## src/rtl/sa_pkg.sv

```systemverilog
// Shared types and elaboration-time helpers for the systolic-array tile sequencer.
// Contents: sequencer state enum, BEATS/DRAIN derivations, clog2 helpers.
package sa_pkg;

   typedef enum logic [2:0] {
      SEQ_IDLE    = 3'd0,
      SEQ_FILL    = 3'd1,
      SEQ_STEP    = 3'd2,
      SEQ_DRAIN   = 3'd3,
      SEQ_CAPTURE = 3'd4,
      SEQ_UNLOAD  = 3'd5,
      SEQ_DONE    = 3'd6
   } sa_seq_state_t;

   // Ceiling log2; returns 0 for n <= 1.
   function automatic int unsigned sa_clog2(input int unsigned n);
      int unsigned r;
      r = 0;
      for (int unsigned i = 0; i < 32; i++) begin
         if ((64'd1 << i) < 64'(n)) r = i + 1;
      end
      return r;
   endfunction

   // Counter width: never narrower than one bit.
   function automatic int unsigned sa_cw(input int unsigned n);
      return (sa_clog2(n) == 0) ? 1 : sa_clog2(n);
   endfunction

   // Operand beats per K-step.
   function automatic int unsigned sa_beats(input int unsigned size, input int unsigned input_width);
      return size / input_width;
   endfunction

   // Skew-shifter advances needed to flush the array after the last K-step.
   function automatic int unsigned sa_drain(input int unsigned size);
      return 2 * size;
   endfunction

endpackage

```

## src/rtl/sa_seq_counter.sv

```systemverilog
// Up-counter with synchronous clear, enable and a terminal-count compare.
// Ports: clk, rst (async high), clr, en, last (terminal value), cnt, tc_c (cnt == last).
module sa_seq_counter
#(
   parameter int unsigned W = 4
) (
   input  logic         clk,
   input  logic         rst,
   input  logic         clr,
   input  logic         en,
   input  logic [W-1:0] last,
   output logic [W-1:0] cnt,
   output logic         tc_c
);

   always_ff @(posedge clk or posedge rst) begin
      if (rst)      cnt <= '0;
      else if (clr) cnt <= '0;
      else if (en)  cnt <= cnt + W'(1);
   end

   assign tc_c = (cnt == last);

endmodule

```

## src/rtl/sa_tile_sequencer.sv

```systemverilog
// Control FSM for one systolic-array tile wrapper: gathers operand beats per K-step,
// steps the skew shifters, drains the array, captures results and unloads them
// under sink backpressure.
// Ports: clk, rst (async high); start/k_len job request; busy/done status;
//        in_valid/in_ready operand handshake; i_s_enable, i_enable, pass_w_enable,
//        pass_r_enable wrapper enables; out_valid/out_ready/out_idx result stream.
// Build option: define SA_SEQ_PERF_CNT_EN to add stall_in_cnt / stall_out_cnt.
module sa_tile_sequencer
   import sa_pkg::*;
#(
   parameter int unsigned SIZE        = 32,
   parameter int unsigned INPUT_WIDTH = 4,
   parameter int unsigned KW          = 9
) (
   input  logic                      clk,
   input  logic                      rst,
   input  logic                      start,
   input  logic [KW-1:0]             k_len,
   output logic                      busy,
   output logic                      done,
   input  logic                      in_valid,
   output logic                      in_ready,
   output logic                      i_s_enable,
   output logic                      i_enable,
   output logic                      pass_w_enable,
   output logic                      pass_r_enable,
   input  logic                      out_ready,
   output logic                      out_valid,
   output logic [sa_cw(SIZE)-1:0]    out_idx
`ifdef SA_SEQ_PERF_CNT_EN
   ,
   output logic [31:0]               stall_in_cnt,
   output logic [31:0]               stall_out_cnt
`endif
);

   localparam int unsigned BEATS = sa_beats(SIZE, INPUT_WIDTH);
   localparam int unsigned DRAIN = sa_drain(SIZE);
   localparam int unsigned BW    = sa_cw(BEATS);
   localparam int unsigned DW    = sa_cw(DRAIN);
   localparam int unsigned IDXW  = sa_cw(SIZE);

   localparam logic [BW-1:0]   BEAT_LAST  = BW'(BEATS - 1);
   localparam logic [DW-1:0]   DRAIN_LAST = DW'(DRAIN - 1);
   localparam logic [IDXW-1:0] IDX_LAST   = IDXW'(SIZE - 1);

   sa_seq_state_t state_q, state_d;
   logic [KW-1:0] k_len_q;

   logic            beat_clr, beat_en, beat_tc;
   logic            kcnt_clr, kcnt_en, kcnt_tc;
   logic            drain_clr, drain_en, drain_tc;
   logic            idx_clr, idx_en, idx_tc;
   logic [BW-1:0]   beat_cnt;
   logic [KW-1:0]   kcnt;
   logic [DW-1:0]   drain_cnt;
   logic [IDXW-1:0] idx_cnt;

   // State register.
   always_ff @(posedge clk or posedge rst) begin
      if (rst) state_q <= SEQ_IDLE;
      else     state_q <= state_d;
   end

   // Job depth captured when a start is taken in IDLE.
   always_ff @(posedge clk or posedge rst) begin
      if (rst)                                k_len_q <= '0;
      else if (state_q == SEQ_IDLE && start)  k_len_q <= k_len;
   end

   // Next-state, wrapper enables and counter controls.
   always_comb begin
      state_d       = state_q;
      busy          = 1'b1;
      done          = 1'b0;
      in_ready      = 1'b0;
      i_s_enable    = 1'b0;
      i_enable      = 1'b0;
      pass_w_enable = 1'b0;
      pass_r_enable = 1'b0;
      out_valid     = 1'b0;
      beat_clr      = 1'b0;
      beat_en       = 1'b0;
      kcnt_clr      = 1'b0;
      kcnt_en       = 1'b0;
      drain_clr     = 1'b0;
      drain_en      = 1'b0;
      idx_clr       = 1'b0;
      idx_en        = 1'b0;
      case (state_q)
         SEQ_IDLE: begin
            busy = 1'b0;
            if (start) begin
               kcnt_clr = 1'b1;
               beat_clr = 1'b1;
               state_d  = (k_len != '0) ? SEQ_FILL : SEQ_DONE;
            end
         end
         SEQ_FILL: begin
            in_ready   = 1'b1;
            i_s_enable = in_valid;
            beat_en    = in_valid;
            if (in_valid && beat_tc) state_d = SEQ_STEP;
         end
         SEQ_STEP: begin
            i_enable  = 1'b1;
            kcnt_en   = 1'b1;
            beat_clr  = 1'b1;
            drain_clr = 1'b1;
            state_d   = kcnt_tc ? SEQ_DRAIN : SEQ_FILL;
         end
         SEQ_DRAIN: begin
            i_enable = 1'b1;
            drain_en = 1'b1;
            if (drain_tc) state_d = SEQ_CAPTURE;
         end
         SEQ_CAPTURE: begin
            pass_w_enable = 1'b1;
            idx_clr       = 1'b1;
            state_d       = SEQ_UNLOAD;
         end
         SEQ_UNLOAD: begin
            out_valid     = 1'b1;
            pass_r_enable = out_ready;
            idx_en        = out_ready;
            if (out_ready && idx_tc) state_d = SEQ_DONE;
         end
         SEQ_DONE: begin
            done    = 1'b1;
            state_d = SEQ_IDLE;
         end
         default: begin
            busy    = 1'b0;
            state_d = SEQ_IDLE;
         end
      endcase
   end

   sa_seq_counter #(.W(BW)) u_beat (
      .clk(clk), .rst(rst), .clr(beat_clr), .en(beat_en),
      .last(BEAT_LAST), .cnt(beat_cnt), .tc_c(beat_tc)
   );

   // k_len_q is non-zero whenever this compare is consulted.
   sa_seq_counter #(.W(KW)) u_kcnt (
      .clk(clk), .rst(rst), .clr(kcnt_clr), .en(kcnt_en),
      .last(k_len_q - KW'(1)), .cnt(kcnt), .tc_c(kcnt_tc)
   );

   sa_seq_counter #(.W(DW)) u_drain (
      .clk(clk), .rst(rst), .clr(drain_clr), .en(drain_en),
      .last(DRAIN_LAST), .cnt(drain_cnt), .tc_c(drain_tc)
   );

   sa_seq_counter #(.W(IDXW)) u_idx (
      .clk(clk), .rst(rst), .clr(idx_clr), .en(idx_en),
      .last(IDX_LAST), .cnt(idx_cnt), .tc_c(idx_tc)
   );

   assign out_idx = idx_cnt;

`ifdef SA_SEQ_PERF_CNT_EN
   // Saturating stall counters; cleared by a start taken in IDLE, held otherwise.
   always_ff @(posedge clk or posedge rst) begin
      if (rst) begin
         stall_in_cnt  <= '0;
         stall_out_cnt <= '0;
      end else if (state_q == SEQ_IDLE && start) begin
         stall_in_cnt  <= '0;
         stall_out_cnt <= '0;
      end else begin
         if (state_q == SEQ_FILL && !in_valid && stall_in_cnt != '1)
            stall_in_cnt <= stall_in_cnt + 32'd1;
         if (state_q == SEQ_UNLOAD && !out_ready && stall_out_cnt != '1)
            stall_out_cnt <= stall_out_cnt + 32'd1;
      end
   end
`endif

endmodule

```

## config.mk

```make
export PLATFORM = sky130hd
export DESIGN_NAME = sa_tile_sequencer
export DESIGN_NICKNAME = d
export VERILOG_FILES = /design/src/rtl/sa_pkg.sv /design/src/rtl/sa_seq_counter.sv /design/src/rtl/sa_tile_sequencer.sv
export SDC_FILE = /design/constraint.sdc
export NUM_CORES = 1
export LEC_CHECK = 0
export BUFFER_PORTS_ARGS = -buffer_cell sky130_fd_sc_hd__buf_2
export CAP_MARGIN = 20
export CORE_MARGIN = 3
export CORE_UTILIZATION = 58
export DETAILED_ROUTE_END_ITERATION = 12
export PLACE_DENSITY = 0.79
export SLEW_MARGIN = 15
export SYNTH_ARGS = -nofsm -noshare
export SYNTH_HDL_FRONTEND = slang
export SYNTH_HIERARCHICAL = 1
export SYNTH_SLANG_ARGS = --single-unit
```

## constraint.sdc

```tcl
create_clock -name clk -period 2.2 [get_ports clk]
set_input_delay 0 -clock clk [delete_from_list [all_inputs] [get_ports clk]]
set_output_delay 0 -clock clk [all_outputs]
set_load 0.02 [all_outputs]
```

==> results of run 1 <==
state kept, by name, indices dropped and copies added (netlist names):
name         cells
u_idx/cnt        5
u_drain/cnt      6
u_beat/cnt       3
k_len_q          9
u_kcnt/cnt       9
state_q          3
layout by cell type, fill, tap and decap left out, drive strengths merged, types with 2 or more instances in the layout:
| cell type | synthesis | final |
|---|---|---|
| a21oi | 8 | 8 |
| and2 | 4 | 4 |
| and3 | 3 | 3 |
| buf | 7 | 33 |
| clkbuf | 0 | 7 |
| conb | 1 | 14 |
| dfrtp | 35 | 35 |
| dlygate4sd3 | 0 | 10 |
| ha | 5 | 5 |
| inv | 10 | 10 |
| mux2 | 7 | 7 |
| mux2i | 4 | 4 |
| nand2 | 16 | 16 |
| nand2b | 2 | 2 |
| nand3 | 8 | 8 |
| nand4 | 8 | 8 |
| nor2 | 25 | 25 |
| nor2b | 2 | 2 |
| nor3 | 9 | 9 |
| nor4 | 3 | 3 |
| o2111ai | 2 | 2 |
| o21ai | 6 | 6 |
| o31ai | 2 | 2 |
| or3 | 3 | 3 |
| or4 | 2 | 2 |
| xnor2 | 23 | 23 |
| xor2 | 20 | 20 |
per-layer routing:
metal / share of wire (%) / track usage (%)
met4: 1.1 / 7.34
met1: 42 / 25.1
met2: 53 / 38.9
met5: 0 / 0
met3: 4.0 / 5.66
cell type report:
class / count / area share (%)
Tap cell: 46 / 2.19
Timing Repair Buffer: 43 / 10.8
Multi-Input combinational cell: 186 / 49.2
Clock inverter: 1 / 0.190
Inverter: 10 / 1.43
Clock buffer: 7 / 2.90
Sequential cell: 35 / 33.3
cell usage after synthesis (2+ instances only):
cell	count
mux2_4	4
buf_2	4
nor2b_1	2
nor3_1	7
and3_1	3
mux2i_1	4
dfrtp_1	35
xor2_1	20
xnor2_1	23
nand3_1	8
nand2_1	16
nor2_1	25
o21ai_0	5
or3_1	3
ha_1	5
o31ai_1	2
buf_6	2
and2_1	4
or4_1	2
nor4_1	3
a21oi_1	7
inv_1	9
nand4_1	7
mux2_2	3
stage by stage:
| stage | hold slack, ps | worst slack [ps] | utilization, % | area (um^2) | std cells |
|---|---|---|---|---|---|
| 6_report | 110 | 106 | 75.8 | 2630 | 328 |
| 3_3_place_gp | -66.9 | 129 | 69.7 | 2420 | 310 |
| 2_1_floorplan | -246 | 9.66 | - | 2230 | 238 |
| 3_5_place_dp | -67.8 | 68.7 | 69.7 | 2420 | 310 |
| 4_1_cts | 104 | 25.1 | 75.1 | 2600 | 328 |
| 5_1_grt | 124 | 31.6 | 75.8 | 2630 | 328 |
cells by family after synthesis:
kind of cell,after synthesis,synth area share (%)
compound gates,24,7.70
buf+inv,17,4.02
flops,35,40.2
mux,11,6.15
simple gates,89,21.6
fa+ha+maj,5,2.87
other cells,1,0.172
xor+xnor,43,17.3
worst min-delay path by stage:
stage	startpoint	to	slack [ps]	cells past startpoint
finish	start	state_q[2]	110	3
CTS	out_ready	state_q[0]	100	4
floorplan	rst	u_beat/cnt[0]	-250	1
global route	in_valid	state_q[0]	120	4
detailed placement	rst	u_beat/cnt[2]	-70	2
global placement	rst	u_beat/cnt[2]	-70	2
repair_timing:
item	CTS	global route
cloned	0	0
setup endpoints to repair	1	1
resized for setup	1	5
endpoints found under the hold margin	44	0
pin swaps	0	1
hold buffers	10	0
tightest hold or removal path, delay by kind of cell:
kind                   cells  cell delay (ps)
AOI/OAI and AO/OA          1              130
buffers and inverters      1              120
and+or+nand+nor            1               90
power by group through the flow:
stage | clock, mW | sequential [mW] | combinational [mW]
5_1_grt | 0.468 | 1.22 | 1.47
6_report | 0.435 | 1.18 | 1.33
4_1_cts | 0.441 | 1.15 | 1.30
3_3_place_gp | 0 | 1.14 | 1.24
3_5_place_dp | 0 | 1.15 | 1.27
2_1_floorplan | 0 | 1.11 | 1.03
==> results.ini, run 1 <==
[run_status]
outcome=completed

[clock_tree]
cts_sinks=35
cts_made_buffers=5
cts-root-buf=clkbuf_8
clk_path_buf_depth=2
cts_tree=built
cts.clk_slew.worst_paths_ps=70
htree_levels=2
post_cts_buffers=0
clock_latency_ps=280

[die]
core_region_area_um2=3470
fp.dieArea_um2=4520
num_rows=21
io-pin-count=27
die_h_um=67.3
die_x_um=67.3
initial_utilization_pct=62.8

[logic_synthesis]
synthTopCellsByArea=dfrtp_1 (40%), xnor2_1 (9.3%), xor2_1 (8.0%)
synth-seq-cells=35
yosysUniqueCellTypes=46
synth-main-ff-cell=dfrtp_1
ys_warn_count=6
synth_seq_area_share_pct=40.2
synthDominantCellAreaShare_pct=40.2
netlist_instances=225
synth_edf_count=0
syn_area_per_cell_um2=9.68
yosysTopAreaCell=dfrtp_1
netlist_area_um2=2180
synthArstFlopShare_pct=100

[critical_path]
path_cells=nor4_4, nand2_1, xnor2_1, xnor2_1, nand3_1, nor4_2, a32oi_1, o41ai_1, and3_1
worstRegToRegCells=9
max_stage_delay_ps=450
path_class=reg2reg
r2r_slack_ps=110
cp_slowest_cell=dfrtp_2
start_kind=register
r2r_end=state_q[1]
critPathLaunch=k_len_q[2]
critPathMaxFanout=5
r2r_start=k_len_q[2]
end_kind=register
cpMostUsedCell=xnor2_1
cp.buffers_inverters=0
worstSetupPathDepth=9
cp.required_ps=2420
endpoint=state_q[1]
path_delay_family=simple AND/OR/NAND/NOR gates
critPathArrivalTime_ps=2310

[drt]
wire_per_inst_um=13.5
num_vias=1776
wirelength_um=4440
drc=0
first_pass_iters=4
drtIter0Drc=52
ant_nets=0
route.detailed.vias_per_inst=5.41

[placement]
hpwl_um=3170
gp_congestion=0.753
port_buffers=26

[timing]
min_period_over_period_pct=95.2
slew_violations=0
hold_viol=0
max_freq_mhz=478
rsz0062_at_grt=no
fin_crit_ps=2090
setup_viol=0
fin_tns_setup_ps=0
clock_skew_ps=6.45

[pwr]
comb_power_share_pct=45.2
power_density_nw_per_um2=1120
clockPowerShare_pct=14.8
power_leakage_nw=1.22
p_sw_share_pct=41.1
power.total_mw=2.95
p_int_mw=1.74
peakVddDrop_uv=755
p_seq_share_pct=40.1
switching_power_mw=1.21

[cells_and_area]
syn2layout_area_growth_pct=20.8
n_antenna_cell=0
fillers=253
drive_gt1_share_pct=20.9
multi_input_area_um2=1290
seqCellArea_um2=877
nets=300

[flow_run]
cap_violations=0

[global_routing]
grt_start_max_net_pins=16
grt_pass1_wl_um=7340
track_usage_pct=21.7
globalRouteOverflowTotal=0
antenna_found_initial=0
first_global_vias=1658

[worst_hold_path]
min_path_type=in2reg

(Power assumes the default switching activity.)
==> run 2, diff against run 1 <==
CORE_UTILIZATION = 57   (was 58)
PLACE_DENSITY = 0.78   (was 0.79)
SYNTH_HIERARCHICAL = not set   (was 1)
==> run 2 against run 1 <==
Via count shrank 2.8%. Setup slack about the same. Count of clock-buffer cells in the layout decreased by 1. Synthesized area decreased by 6.4%. Clock power shrank 28%. Non-clock buffer count down 1. Die area down 4.3%. Fmax about the same. Global-route usage is 2.1 points higher.
==> results.ini, run 2 <==
[logic_synthesis]
netlist_area_um2=2040  ; -6.4%
yosysUniqueCellTypes=42  ; -8.7%
synth_seq_area_share_pct=43.0  ; +2.7 points
synth-seq-cells=35  ; unchanged
synth_nets=239
netlist_instances=218  ; -3.1%
yosysTopAreaCell=dfrtp_1
synthArstFlopShare_pct=100  ; unchanged
synthTopCellsByArea=dfrtp_1 (43%), xnor2_1 (5.6%), xor2_1 (5.2%)
synthDominantCellAreaShare_pct=43.0  ; +2.7 points
synth_edf_count=0  ; unchanged
syn_area_per_cell_um2=9.35  ; -3.4%
synth-main-ff-cell=dfrtp_1
ys_top_cells_by_count=dfrtp_1 (35), nand2_1 (26), nor2_1 (22)
ys_warn_count=0  ; -6
synth.most_common_cell=dfrtp_1

[drt]
wirelength_um=4460  ; +0.38%
num_vias=1727  ; -2.8%
drc=0  ; unchanged
wire_per_inst_um=14.7  ; +8.7%
ant_nets=0  ; unchanged
route.detailed.vias_per_inst=5.70  ; +5.3%
drtIter0Drc=107  ; +110%
first_pass_iters=4  ; unchanged

[cells_and_area]
drive_gt1_share_pct=19.5  ; -1.5 points
final_cell_area_um2=2380  ; -9.6%
reg_top3=k_len_q (9), u_kcnt.cnt (9), u_drain.cnt (6)
n_antenna_cell=0  ; unchanged
utilization_pct=70.2  ; -5.7 points
syn2layout_area_growth_pct=16.7
fillers=269  ; +6.3%
layout_commonest_cell=dfrtp_1
nets=279  ; -7.0%
instances_no_fill=303  ; -7.6%
mostFrequentLayoutCells=dfrtp_1 (35), nand2_1 (26), buf_2 (26), nor2_1 (22), o21ai_0 (14)

[pwr]
peakVddDrop_uv=473  ; -37%
power_density_nw_per_um2=1020  ; -9.4%
power.total_mw=2.41  ; -18%
power_leakage_nw=1.10  ; -9.7%

[critical_path]
critPathArrivalTime_ps=2380  ; +70 ps
critPathMaxFanout=6  ; +1
cp.required_ps=2490  ; +70 ps
start_kind=register
max_stage_delay_ps=510  ; +60 ps
cp_slowest_cell=or4b_4
path_class=reg2reg
end_kind=register
path_cells=inv_1, ha_2, or4b_4, a2111oi_4, o32ai_1, o21ai_1, a31o_1

[timing]
hold_viol=0  ; unchanged
fin_crit_ps=2090  ; -0.439 ps
max_freq_mhz=478  ; about the same
slew_violations=0  ; unchanged
fin_tns_setup_ps=0  ; unchanged
worst_slew_pin_slew_ps=657
clock_skew_ps=11.9  ; +5.45 ps
rsz0062_at_grt=no
fin_hold_ws_ps=124  ; +14.5 ps
setup_ws_ps=107  ; +0.439 ps
setup_viol=0  ; unchanged
relSlewSlack_pct=55.8
min_period_over_period_pct=95.1  ; about the same

[global_routing]
first_global_vias=1687  ; +1.7%
globalRouteOverflowTotal=0  ; unchanged
antenna_found_initial=0  ; unchanged
track_usage_pct=23.9  ; +2.1 points
grt_pass1_wl_um=7730  ; +5.4%
grt_start_max_net_pins=36  ; +20

[placement]
placedInstanceArea_um2=2230  ; -7.5%
dp_cells=287  ; -7.4%
pre_cts_slack_ps=117  ; +47.9 ps
port_buffers=26  ; unchanged
hpwl_um=3070  ; -3.3%
gp_congestion=0.793  ; +5.2%

[clock_tree]
cts.clk_slew.worst_paths_ps=100  ; +30 ps
cts_sinks=35  ; unchanged
htree_levels=2  ; unchanged
cts_tree=built
clock_latency_ps=340  ; +60 ps
clk_path_buf_depth=2  ; unchanged
cts-root-buf=clkbuf_4
post_cts_buffers=0  ; unchanged
cts_made_buffers=5  ; unchanged

[run_status]
outcome=completed

[die]
num_rows=21  ; unchanged
die_x_um=65.8  ; -2.2%
initial_utilization_pct=60.1  ; -2.6 points
core_region_area_um2=3390  ; -2.3%
io-pin-count=27  ; unchanged
fp.dieArea_um2=4330  ; -4.3%
die_h_um=65.8  ; -2.2%

[worst_hold_path]
min_path_type=in2reg

[flow_run]
cap_violations=0  ; unchanged

run 2: layer usage:
metal  track usage [%]  vias to the layer above  part of all wire, %
met5                 0                        -                    0
met4              10.4                        0                  2.3
met3              7.48                       12                  6.0
met2              37.3                       60                   48
met1              30.3                      811                   44
li1                  -                      844                    -
run 2: power breakdown:
| part | switching [mW] | internal, mW |
|---|---|---|
| combinational | 0.582 | 0.487 |
| clock | 0.201 | 0.113 |
| sequential | 0.232 | 0.798 |
| total | 1.02 | 1.40 |
run 2: worst paths after layout:
kind	to	cells past startpoint	slack (ps)	start
min reg2reg	u_drain.cnt[5]	1	500	u_drain.cnt[5]
max in group asynchronous	u_kcnt.cnt[1]	4	1540	rst
max reg2reg	state_q[1]	7	110	k_len_q[0]
min	state_q[2]	5	120	start
min in group asynchronous	u_idx.cnt[3]	4	320	rst
max	state_q[1]	7	110	k_len_q[0]
run 2: layout make-up:
class | instances | area, um^2 | share of cell area, %
Multi-Input combinational cell | 165 | 1090 | 46.0
Sequential cell | 35 | 876 | 36.8
Timing Repair Buffer | 42 | 275 | 11.6
Tap cell | 46 | 57.6 | 2.42
Clock buffer | 6 | 41.3 | 1.74
Inverter | 9 | 33.8 | 1.42
run 2: kinds of logic after synthesis:
group	synth area share [%]
AOI/OAI and AO/OA	11.0
xor gates and xnor gates	10.7
adders and majority gates	4.30
buffers and inverters	3.44
DFF	43.0
muxes	4.24
and+or+nand+nor	23.3
run 2: worst max-delay path, delay by kind of cell (launching register included):
family | cells | cell delay (ps)
adders and majority gates | 1 | 230
DFF | 1 | 430
and+or+nand+nor | 1 | 510
AOI/OAI and AO/OA | 4 | 770
buffers and inverters | 1 | 100
run 2: what timing repair did:
item,4_1_cts,5_1_grt
endpoints found under the setup margin,0,1
hold endpoints to repair,44,0
hold buffers,10,0
gates resized for setup,0,1
